**src/rtl/apa102_frame_engine.sv**
```systemverilog
// APA102 strand driver: on start, serialises one frame (zero start word, one LED word
// per pixel fetched from an external pixel store, then all-ones end words).
module apa102_frame_engine #(
    parameter int NUM_LEDS  = 12,
    parameter int HALF_DIV  = 256,
    parameter int END_WORDS = 1,
    parameter int AW        = 10
) (
    input  logic          clk,
    input  logic          reset,
    input  logic          start,
    input  logic          blank,
    output logic          busy,
    output logic          done,
    output logic          pix_rd,
    output logic [AW-1:0] pix_addr,
    input  logic [28:0]   pix_data,
    output logic          sck,
    output logic          mosi
);

    typedef enum logic [1:0] {IDLE, START_W, LED_W, END_W} state_t;

    localparam int DIV_W    = (HALF_DIV > 1) ? $clog2(HALF_DIV) : 1;
    localparam int WORD_MAX = (NUM_LEDS > END_WORDS) ? NUM_LEDS : END_WORDS;
    localparam int WC_W     = $clog2(WORD_MAX + 1);

    localparam logic [DIV_W-1:0] DIV_LAST   = DIV_W'(HALF_DIV - 1);
    localparam logic [WC_W-1:0]  LED_LAST   = WC_W'(NUM_LEDS - 1);
    localparam logic [WC_W-1:0]  END_LAST   = WC_W'(END_WORDS - 1);
    localparam logic [AW:0]      ADDR_LAST  = (AW + 1)'(NUM_LEDS - 1);
    localparam logic [31:0]      BLANK_WORD = 32'hE000_0000;
    localparam logic [31:0]      ONES_WORD  = 32'hFFFF_FFFF;

    state_t           state;
    state_t           state_next;
    logic [DIV_W-1:0] div_cnt;
    logic             sck_q;
    logic [4:0]       bit_cnt;
    logic [WC_W-1:0]  word_cnt;
    logic [31:0]      shift_reg;
    logic [31:0]      next_word;
    logic             blank_q;
    logic             pix_rd_d;
    logic             bit_end;
    logic             word_end;
    logic             fetch_more;

    // A bit ends on the last clk of its sck-high phase.
    assign bit_end    = sck_q && (div_cnt == DIV_LAST);
    assign word_end   = bit_end && (bit_cnt == 5'd0);
    assign fetch_more = ({1'b0, pix_addr} < ADDR_LAST);

    // NOTE: registered state uses non-blocking assignments so every flop samples pre-edge values.
    always_ff @(posedge clk or posedge reset) begin
        if (reset) begin
            state <= IDLE;
        end else begin
            state <= state_next;
        end
    end

    always_comb begin
        // NOTE: default assignment first so no path leaves state_next unassigned (no latch).
        state_next = state;
        unique case (state)
            IDLE:    if (start) state_next = START_W;
            START_W: if (word_end) state_next = LED_W;
            LED_W:   if (word_end && (word_cnt == LED_LAST)) state_next = END_W;
            END_W:   if (word_end && (word_cnt == END_LAST)) state_next = IDLE;
            default: state_next = IDLE;
        endcase
    end

    always_comb begin
        busy = (state != IDLE);
        sck  = sck_q;
        mosi = shift_reg[31];
    end

    always_ff @(posedge clk or posedge reset) begin
        if (reset) begin
            div_cnt   <= '0;
            sck_q     <= 1'b0;
            bit_cnt   <= 5'd0;
            word_cnt  <= '0;
            shift_reg <= '0;
            next_word <= '0;
            blank_q   <= 1'b0;
            pix_rd    <= 1'b0;
            pix_rd_d  <= 1'b0;
            pix_addr  <= '0;
            done      <= 1'b0;
        end else begin
            pix_rd   <= 1'b0;
            pix_rd_d <= pix_rd;
            done     <= (state != IDLE) && (state_next == IDLE);

            // Read data is valid the clk after the strobe, for both store styles.
            if (pix_rd_d) begin
                next_word <= {3'b111, pix_data};
            end

            if (state == IDLE) begin
                if (start) begin
                    blank_q   <= blank;
                    div_cnt   <= '0;
                    sck_q     <= 1'b0;
                    bit_cnt   <= 5'd31;
                    word_cnt  <= '0;
                    shift_reg <= '0;
                    if (!blank) begin
                        pix_rd   <= 1'b1;
                        pix_addr <= '0;
                    end
                end
            end else if (div_cnt != DIV_LAST) begin
                div_cnt <= div_cnt + 1'b1;
            end else begin
                div_cnt <= '0;
                sck_q   <= ~sck_q;
                if (sck_q) begin
                    if (bit_cnt != 5'd0) begin
                        bit_cnt   <= bit_cnt - 5'd1;
                        shift_reg <= {shift_reg[30:0], 1'b0};
                    end else begin
                        bit_cnt  <= 5'd31;
                        word_cnt <= (state_next != state) ? '0 : word_cnt + 1'b1;
                        case (state_next)
                            LED_W: begin
                                shift_reg <= blank_q ? BLANK_WORD : next_word;
                                // Entering LED word k (pix_addr == k): prefetch k+1.
                                if (!blank_q && fetch_more) begin
                                    pix_rd   <= 1'b1;
                                    pix_addr <= pix_addr + 1'b1;
                                end
                            end
                            END_W:   shift_reg <= ONES_WORD;
                            default: shift_reg <= '0;
                        endcase
                    end
                end
            end
        end
    end

endmodule
```
**config.mk**
```make
export PLATFORM = sky130hd
export DESIGN_NAME = apa102_frame_engine
export DESIGN_NICKNAME = d
export VERILOG_FILES = /design/src/rtl/apa102_frame_engine.sv
export SDC_FILE = /design/constraint.sdc
export NUM_CORES = 1
export LEC_CHECK = 0
export BUFFER_PORTS_ARGS = -buffer_cell sky130_fd_sc_hd__buf_2
export CAP_MARGIN = 40
export CORE_MARGIN = 3
export CORE_UTILIZATION = 36
export CTS_CLUSTER_SIZE = 30
export DETAILED_ROUTE_END_ITERATION = 7
export PLACE_DENSITY = 0.54
export SLEW_MARGIN = 20
export SYNTH_ARGS = -nofsm -noshare
export SYNTH_HDL_FRONTEND = slang
export SYNTH_SLANG_ARGS = --single-unit
```
**constraint.sdc**
```tcl
create_clock -name clk -period 3.18 [get_ports clk]
set_input_delay 0.636 -clock clk [delete_from_list [all_inputs] [get_ports clk]]
set_output_delay 0.636 -clock clk [all_outputs]
set_load 0.01 [all_outputs]
```
After elaboration in Yosys (flattened, before gate mapping)
Cells that the tools add are included.

cells by class
  $add $sub $neg = 4
  order comparisons = 1
  eq/ne operators = 13
  muxes and demuxes = 45
  bitwise operators = 1
  reductions and logical operators = 21

operators by type and width
  kind                                                                   count
  32-bit 2-to-1 mux                                                      6
  10-bit 2-to-1 mux                                                      8
  32-bit case mux with 2 select lines                                    1
  5-bit 2-to-1 mux                                                       5
  4-bit 2-to-1 mux                                                       6
  8-bit 2-to-1 mux                                                       3
  1-bit 2-to-1 mux                                                       11
  10-bit by 1-bit adder with 10-bit output, second input constant        1
  10-bit by 4-bit < comparator with 1-bit output, second input constant  1
  8-bit by 1-bit adder with 8-bit output, second input constant          1
  2-bit equality test, second input constant                             4
  8-bit equality test, second input constant                             1
  2-bit 2-to-1 mux                                                       4
  2-bit != test, second input constant                                   4
  8-bit != test, second input constant                                   1
  2-bit case mux with 4 select lines                                     1
  2-bit nonzero test                                                     4
  7-bit AND reduction                                                    1
  1-bit logical AND                                                      6
  5-bit zero test                                                        1
  5-bit nonzero test                                                     1
  5-bit by 1-bit subtractor with 5-bit output, second input constant     1
  4-bit by 1-bit adder with 4-bit output, second input constant          1
  4-bit equality test, second input constant                             1
  9 further kinds                                                        11

storage, ports and cells
  bits in registers = 96
  input bits = 33
  word-level logic and storage cells = 97

Logic depth before layout (Yosys ltp)
  depth in word-level cells = 12
  mapped depth = 8

Worst setup path after synthesis
Ideal clock, no wire load.

  path kind = register to register
  from = reg bit_cnt[0]
  to = reg pix_addr[0]
  arrival time = 2.030 ns
  setup slack = 1.020 ns
  cell stages (with the launch flop) = 8
  buffers on the path = 0
  cells stage by stage = dfrtp_1 > inv_1 > ha_1 > or4b_4 > or3_4 > nor4b_4 > o211ai_2 > mux2i_1

on the way
  cells in the longest elaborated chain, start to end = 8
  elaborated cells between the ends (all ways) = 13
  those cells by class = eq/ne: 2; mux: 4; reduce/logical: 7

RTL lines
  item                                         RTL line  text
  start: declaration                           39        logic [4:0] bit_cnt;
  start signal: assignment                     124       bit_cnt <= bit_cnt - 5'd1;
  5-bit zero test                              51        assign word_end = bit_end && (bit_cnt == 5'd0);
  1-bit logical AND                            51
  1-bit logical AND, on equally long branches  70, 69
  2-bit 2-to-1 mux, on equally long branches   70, 69
  2-bit case mux with 4 select lines           66        unique case (state)
  2-bit equality test                          129       case (state_next)
  2-bit nonzero test (no source line)          n/a
  7-bit AND reduction (no source line) *       n/a
  end signal: assignment                       135       pix_addr <= pix_addr + 1'b1;
  end: declaration                             16        output logic [AW-1:0] pix_addr,

Mark *: on every way between the ends. The rest lies on a longest branch, timed or not.
A chain may end at the register's enable or synchronous reset.

Worst setup path in the final report
  from = reg bit_cnt[0]
  to = reg shift_reg[11]

on the way
  cells in the longest elaborated chain, start to end = 11
  elaborated cells between the ends (all ways) = 16
  those cells by class = eq/ne: 2; mux: 9; reduce/logical: 5

RTL lines
  item                                         RTL line  text
  5-bit zero test                              51
  1-bit logical AND                            51
  1-bit logical AND, on equally long branches  70, 69
  2-bit 2-to-1 mux, on equally long branches   70, 69
  2-bit case mux with 4 select lines           66
  2-bit equality test                          129
  32-bit case mux with 2 select lines          129
  32-bit 2-to-1 mux *                          123       if (bit_cnt != 5'd0) begin
  32-bit 2-to-1 mux *                          122       if (sck_q) begin
  32-bit 2-to-1 mux *                          117       end else if (div_cnt != DIV_LAST) begin
  32-bit 2-to-1 mux *                          104       if (state == IDLE) begin
  end signal: assignment                       125       shift_reg <= {shift_reg[30:0], 1'b0};
  end signal: assignment                       131       shift_reg <= blank_q ? BLANK_WORD : next_word;
  end: declaration                             41        logic [31:0] shift_reg;

Mark *: on every way between the ends. The rest lies on a longest branch, timed or not. The select of a mux whose other input is x is not followed.

==> flow_summary.ini <==
[setup_path]
cpMaxStageDelayCell = sky130_fd_sc_hd__or4b_4
cp.buffers_inverters = 2
crit_path_end_kind = register
critical_path_arrival_ns = 2.85
worst_reg2reg_path_depth = 8
worst-setup-path-type = reg2reg
register_to_register_setup_slack_ns = 0.60
crit_path_max_incr_delay_ns = 0.48
chain_of_cells_forming_the_critical_path = inv_1, ha_1, or4b_4, or3_4, o211ai_4, buf_4, a21oi_1, o21ai_1
worstReg2RegStart = bit_cnt[0]
setup.worst_path.start_class = register
path_delay_family = simple AND/OR/NAND/NOR gates
r2r_end = shift_reg[11]
timing.critical_path.required_ns = 3.45
critical_path.max_fanout = 18

[sta]
post_route_clock_period_utilization_pct = 81.2
timing.slew.headroom_pct = 57.2
time_the_worst_path_needs_with_i_o_delays_and_setup_ns = 2.58
fmax_mhz = 387
grt_setup_unrepaired = false
slew_violations = 0
tns_ns = 0
setup_slack_ns = 0.599
finClkSkew_ns = 0.00543
tightestPinTransition_ns = 0.635
finalSetupViolations = 0
finalHoldViolations = 0

[global_routing]
antenna_violations_before_repair = 0
global_route_wire_length_before_repair_mm = 15.1
grt-ovfl-total = 0
vias_in_the_first_global_route = 3010
global_route_total_usage_across_every_layer_pct = 14.3
grt_start_max_net_pins = 71

[layout]
largest_register_ffs = 32
n_antenna_cell = 0
final.fill_count = 1108
filler_free_cell_count_of_the_finished_design = 572
synthesis_to_layout_area_growth_pct = 15.7
layout-drive-gt1-share_pct = 26.1
final_core_util_pct = 42.8
stdcell_area_um2 = 4930
layout.nets = 463

[synthesis]
synthAdderAreaFrac_pct = 1.76
synth.cell_area_um2 = 4260
post_synth_xor_area_fraction_pct = 0.822
synth_top_cell_area_share_pct = 56.4
synth_fp_nets = 418
post_synth_mux_area_share_pct = 8.63
syn-mean-instance-area_um2 = 11.2
synthTopCellsByArea = sky130_fd_sc_hd__dfrtp_1 (56%), sky130_fd_sc_hd__mux2_2 (7.9%), sky130_fd_sc_hd__a22oi_1 (5.6%)
cell_accounting_for_the_most_synthesized_area = sky130_fd_sc_hd__dfrtp_1
ys_types = 47
synth-seq-area-share_pct = 56.4
yosysMostFrequentCell = sky130_fd_sc_hd__dfrtp_1
synth_compound_gate_area_share_pct = 18.3
synth-seq-cells = 96
proportion_of_register_bits_with_asynchronous_set_or_reset_after_synthesis_pct = 100
simple_gate_area_share_of_the_yosys_netlist_pct = 10.5
yosys_warnings = 0
number_of_flops_mapped_to_enable_cells_by_yosys = 0
synth_top_family_by_area = compound AO/OA/AOI/OAI gates
synthesis.instances = 379
ys.flop_type = sky130_fd_sc_hd__dfrtp_1
synth_common_cells = sky130_fd_sc_hd__dfrtp_1 (96), sky130_fd_sc_hd__a21oi_1 (35), sky130_fd_sc_hd__a22oi_1 (32)

[cts]
cts_buffer_depth = 2
cts.clk_slew.worst_paths_ns = 0.06
cts.htree.levels = 3
cts.repair.resized = 0
cts_root_buf = sky130_fd_sc_hd__clkbuf_16
clock-sinks = 96
cts_tree = built
clock_insertion_delay_worst_skew_ns = 0.34
cts-buffers-inserted = 9
postCtsHoldBufs = 0
cts.repair_timing.setup_buffer_count = 0

[place]
io_buffers = 47
place_inst = 555
place_ws_ns = 0.549
dpl-instance-area_um2 = 4650
detailedPlacementHpwl_mm = 5.67
routabilityCongestion = 0.777

[power_and_ir_drop]
power_density_nw_per_um2 = 471
power.leakage_nw = 2.15
vdd_ir_drop_max_v = 0.000277

[floorplan]
rows = 39
num_io_pins = 48
die_area_um2 = 13200
die-height_um = 115
dieWidth_um = 115
fp.coreArea_um2 = 11500
initial_core_util_pct = 37.0

[drt]
post_route_antenna_net_violation_count = 0
route.detailed.drc = 0
vias = 2996
violation_count_after_the_first_detailed_routing_iteration = 145
postRouteWirelength_mm = 8.64
avgViaCountPerCell = 5.24
detail_route.wl_per_cell_um = 15.1
drt_first_pass_iters = 4

[worst_hold_path]
worstHoldPathType = in2async

[flow_run]
max_cap_viol_count = 0

[outcome]
outcome = complete, no violations
## layer usage
layer | global-route usage, % | part of all wire [%]
met5 | 0 | 0
met1 | 20.6 | 50
met2 | 20.9 | 44
met3 | 2.95 | 2.9
met4 | 6.57 | 2.2
## where the power goes
part	internal (mW)	leakage (nW)	total, mW	switching (mW)
Combinational	0.0333	0.969	0.0750	0.0416
Sequential	1.24	1.05	1.26	0.0137
Clock	0.550	0.130	0.991	0.441
## cell usage in the layout (no fill, tap or decap), types with 2 or more instances in the layout
cell type | Yosys | layout
sky130_fd_sc_hd__a21oi_1 | 35 | 35
sky130_fd_sc_hd__a22oi_1 | 32 | 32
sky130_fd_sc_hd__and2_1 | 6 | 6
sky130_fd_sc_hd__and3_1 | 5 | 5
sky130_fd_sc_hd__buf_2 | 2 | 47
sky130_fd_sc_hd__buf_4 | 0 | 8
sky130_fd_sc_hd__clkbuf_1 | 18 | 3
sky130_fd_sc_hd__clkbuf_16 | 0 | 9
sky130_fd_sc_hd__clkinv_2 | 0 | 2
sky130_fd_sc_hd__dfrtp_1 | 96 | 96
sky130_fd_sc_hd__ha_1 | 6 | 6
sky130_fd_sc_hd__inv_1 | 12 | 11
sky130_fd_sc_hd__mux2_2 | 30 | 30
sky130_fd_sc_hd__mux2i_1 | 3 | 3
sky130_fd_sc_hd__nand2_1 | 23 | 23
sky130_fd_sc_hd__nand2b_1 | 2 | 2
sky130_fd_sc_hd__nand3_1 | 9 | 9
sky130_fd_sc_hd__nand4_1 | 3 | 3
sky130_fd_sc_hd__nor2_1 | 9 | 9
sky130_fd_sc_hd__nor3_1 | 3 | 3
sky130_fd_sc_hd__nor3b_1 | 2 | 2
sky130_fd_sc_hd__nor4_1 | 4 | 3
sky130_fd_sc_hd__nor4_2 | 1 | 2
sky130_fd_sc_hd__o21a_1 | 2 | 2
sky130_fd_sc_hd__o21ai_0 | 15 | 15
sky130_fd_sc_hd__o21ai_1 | 30 | 30
sky130_fd_sc_hd__o31ai_1 | 4 | 4
sky130_fd_sc_hd__xor2_1 | 3 | 3
## kinds of logic (layout without fill, tap and decap cells)
logic type	count (synthesis)	in the layout
flip-flops	96	96
XOR/XNOR	4	4
buffers and inverters	35	85
adder cells (fa/ha/maj)	6	6
multiplexers	33	33
AO/OA/AOI/OAI	127	127
AND/OR/NAND/NOR	78	78
## final cells by class
cell class	instances	area (um^2)	share of cell area, %
Clock buffer	13	250	5.07
Clock inverter	3	17.5	0.355
Inverter	12	47.5	0.964
Multi-Input combinational cell	248	1710	34.7
Sequential cell	96	2400	48.7
Tap cell	143	179	3.63
Timing Repair Buffer	57	327	6.62
## worst max path at each step
stage,start,to,slack (ns),cells past startpoint
final,bit_cnt[0],shift_reg[11],0.60,8
after global routing,bit_cnt[0],shift_reg[11],0.44,8
after CTS,bit_cnt[0],shift_reg[11],0.54,8
after detailed placement,bit_cnt[0],shift_reg[11],0.55,8
after global placement,bit_cnt[0],shift_reg[5],0.66,8
after floorplan,reset,bit_cnt[0],0.04,1
## per-stage QoR
| stage | hold WS [ns] | power (mW) |
|---|---|---|
| after detailed placement | 0.362 | 1.36 |
| after global placement | 0.363 | 1.35 |
| after floorplan | 0.416 | 1.32 |
| after global routing | 0.291 | 2.42 |
| after CTS | 0.277 | 2.36 |
| final | 0.271 | 2.32 |
No activity file was read; power rests on OpenSTA's default activity.
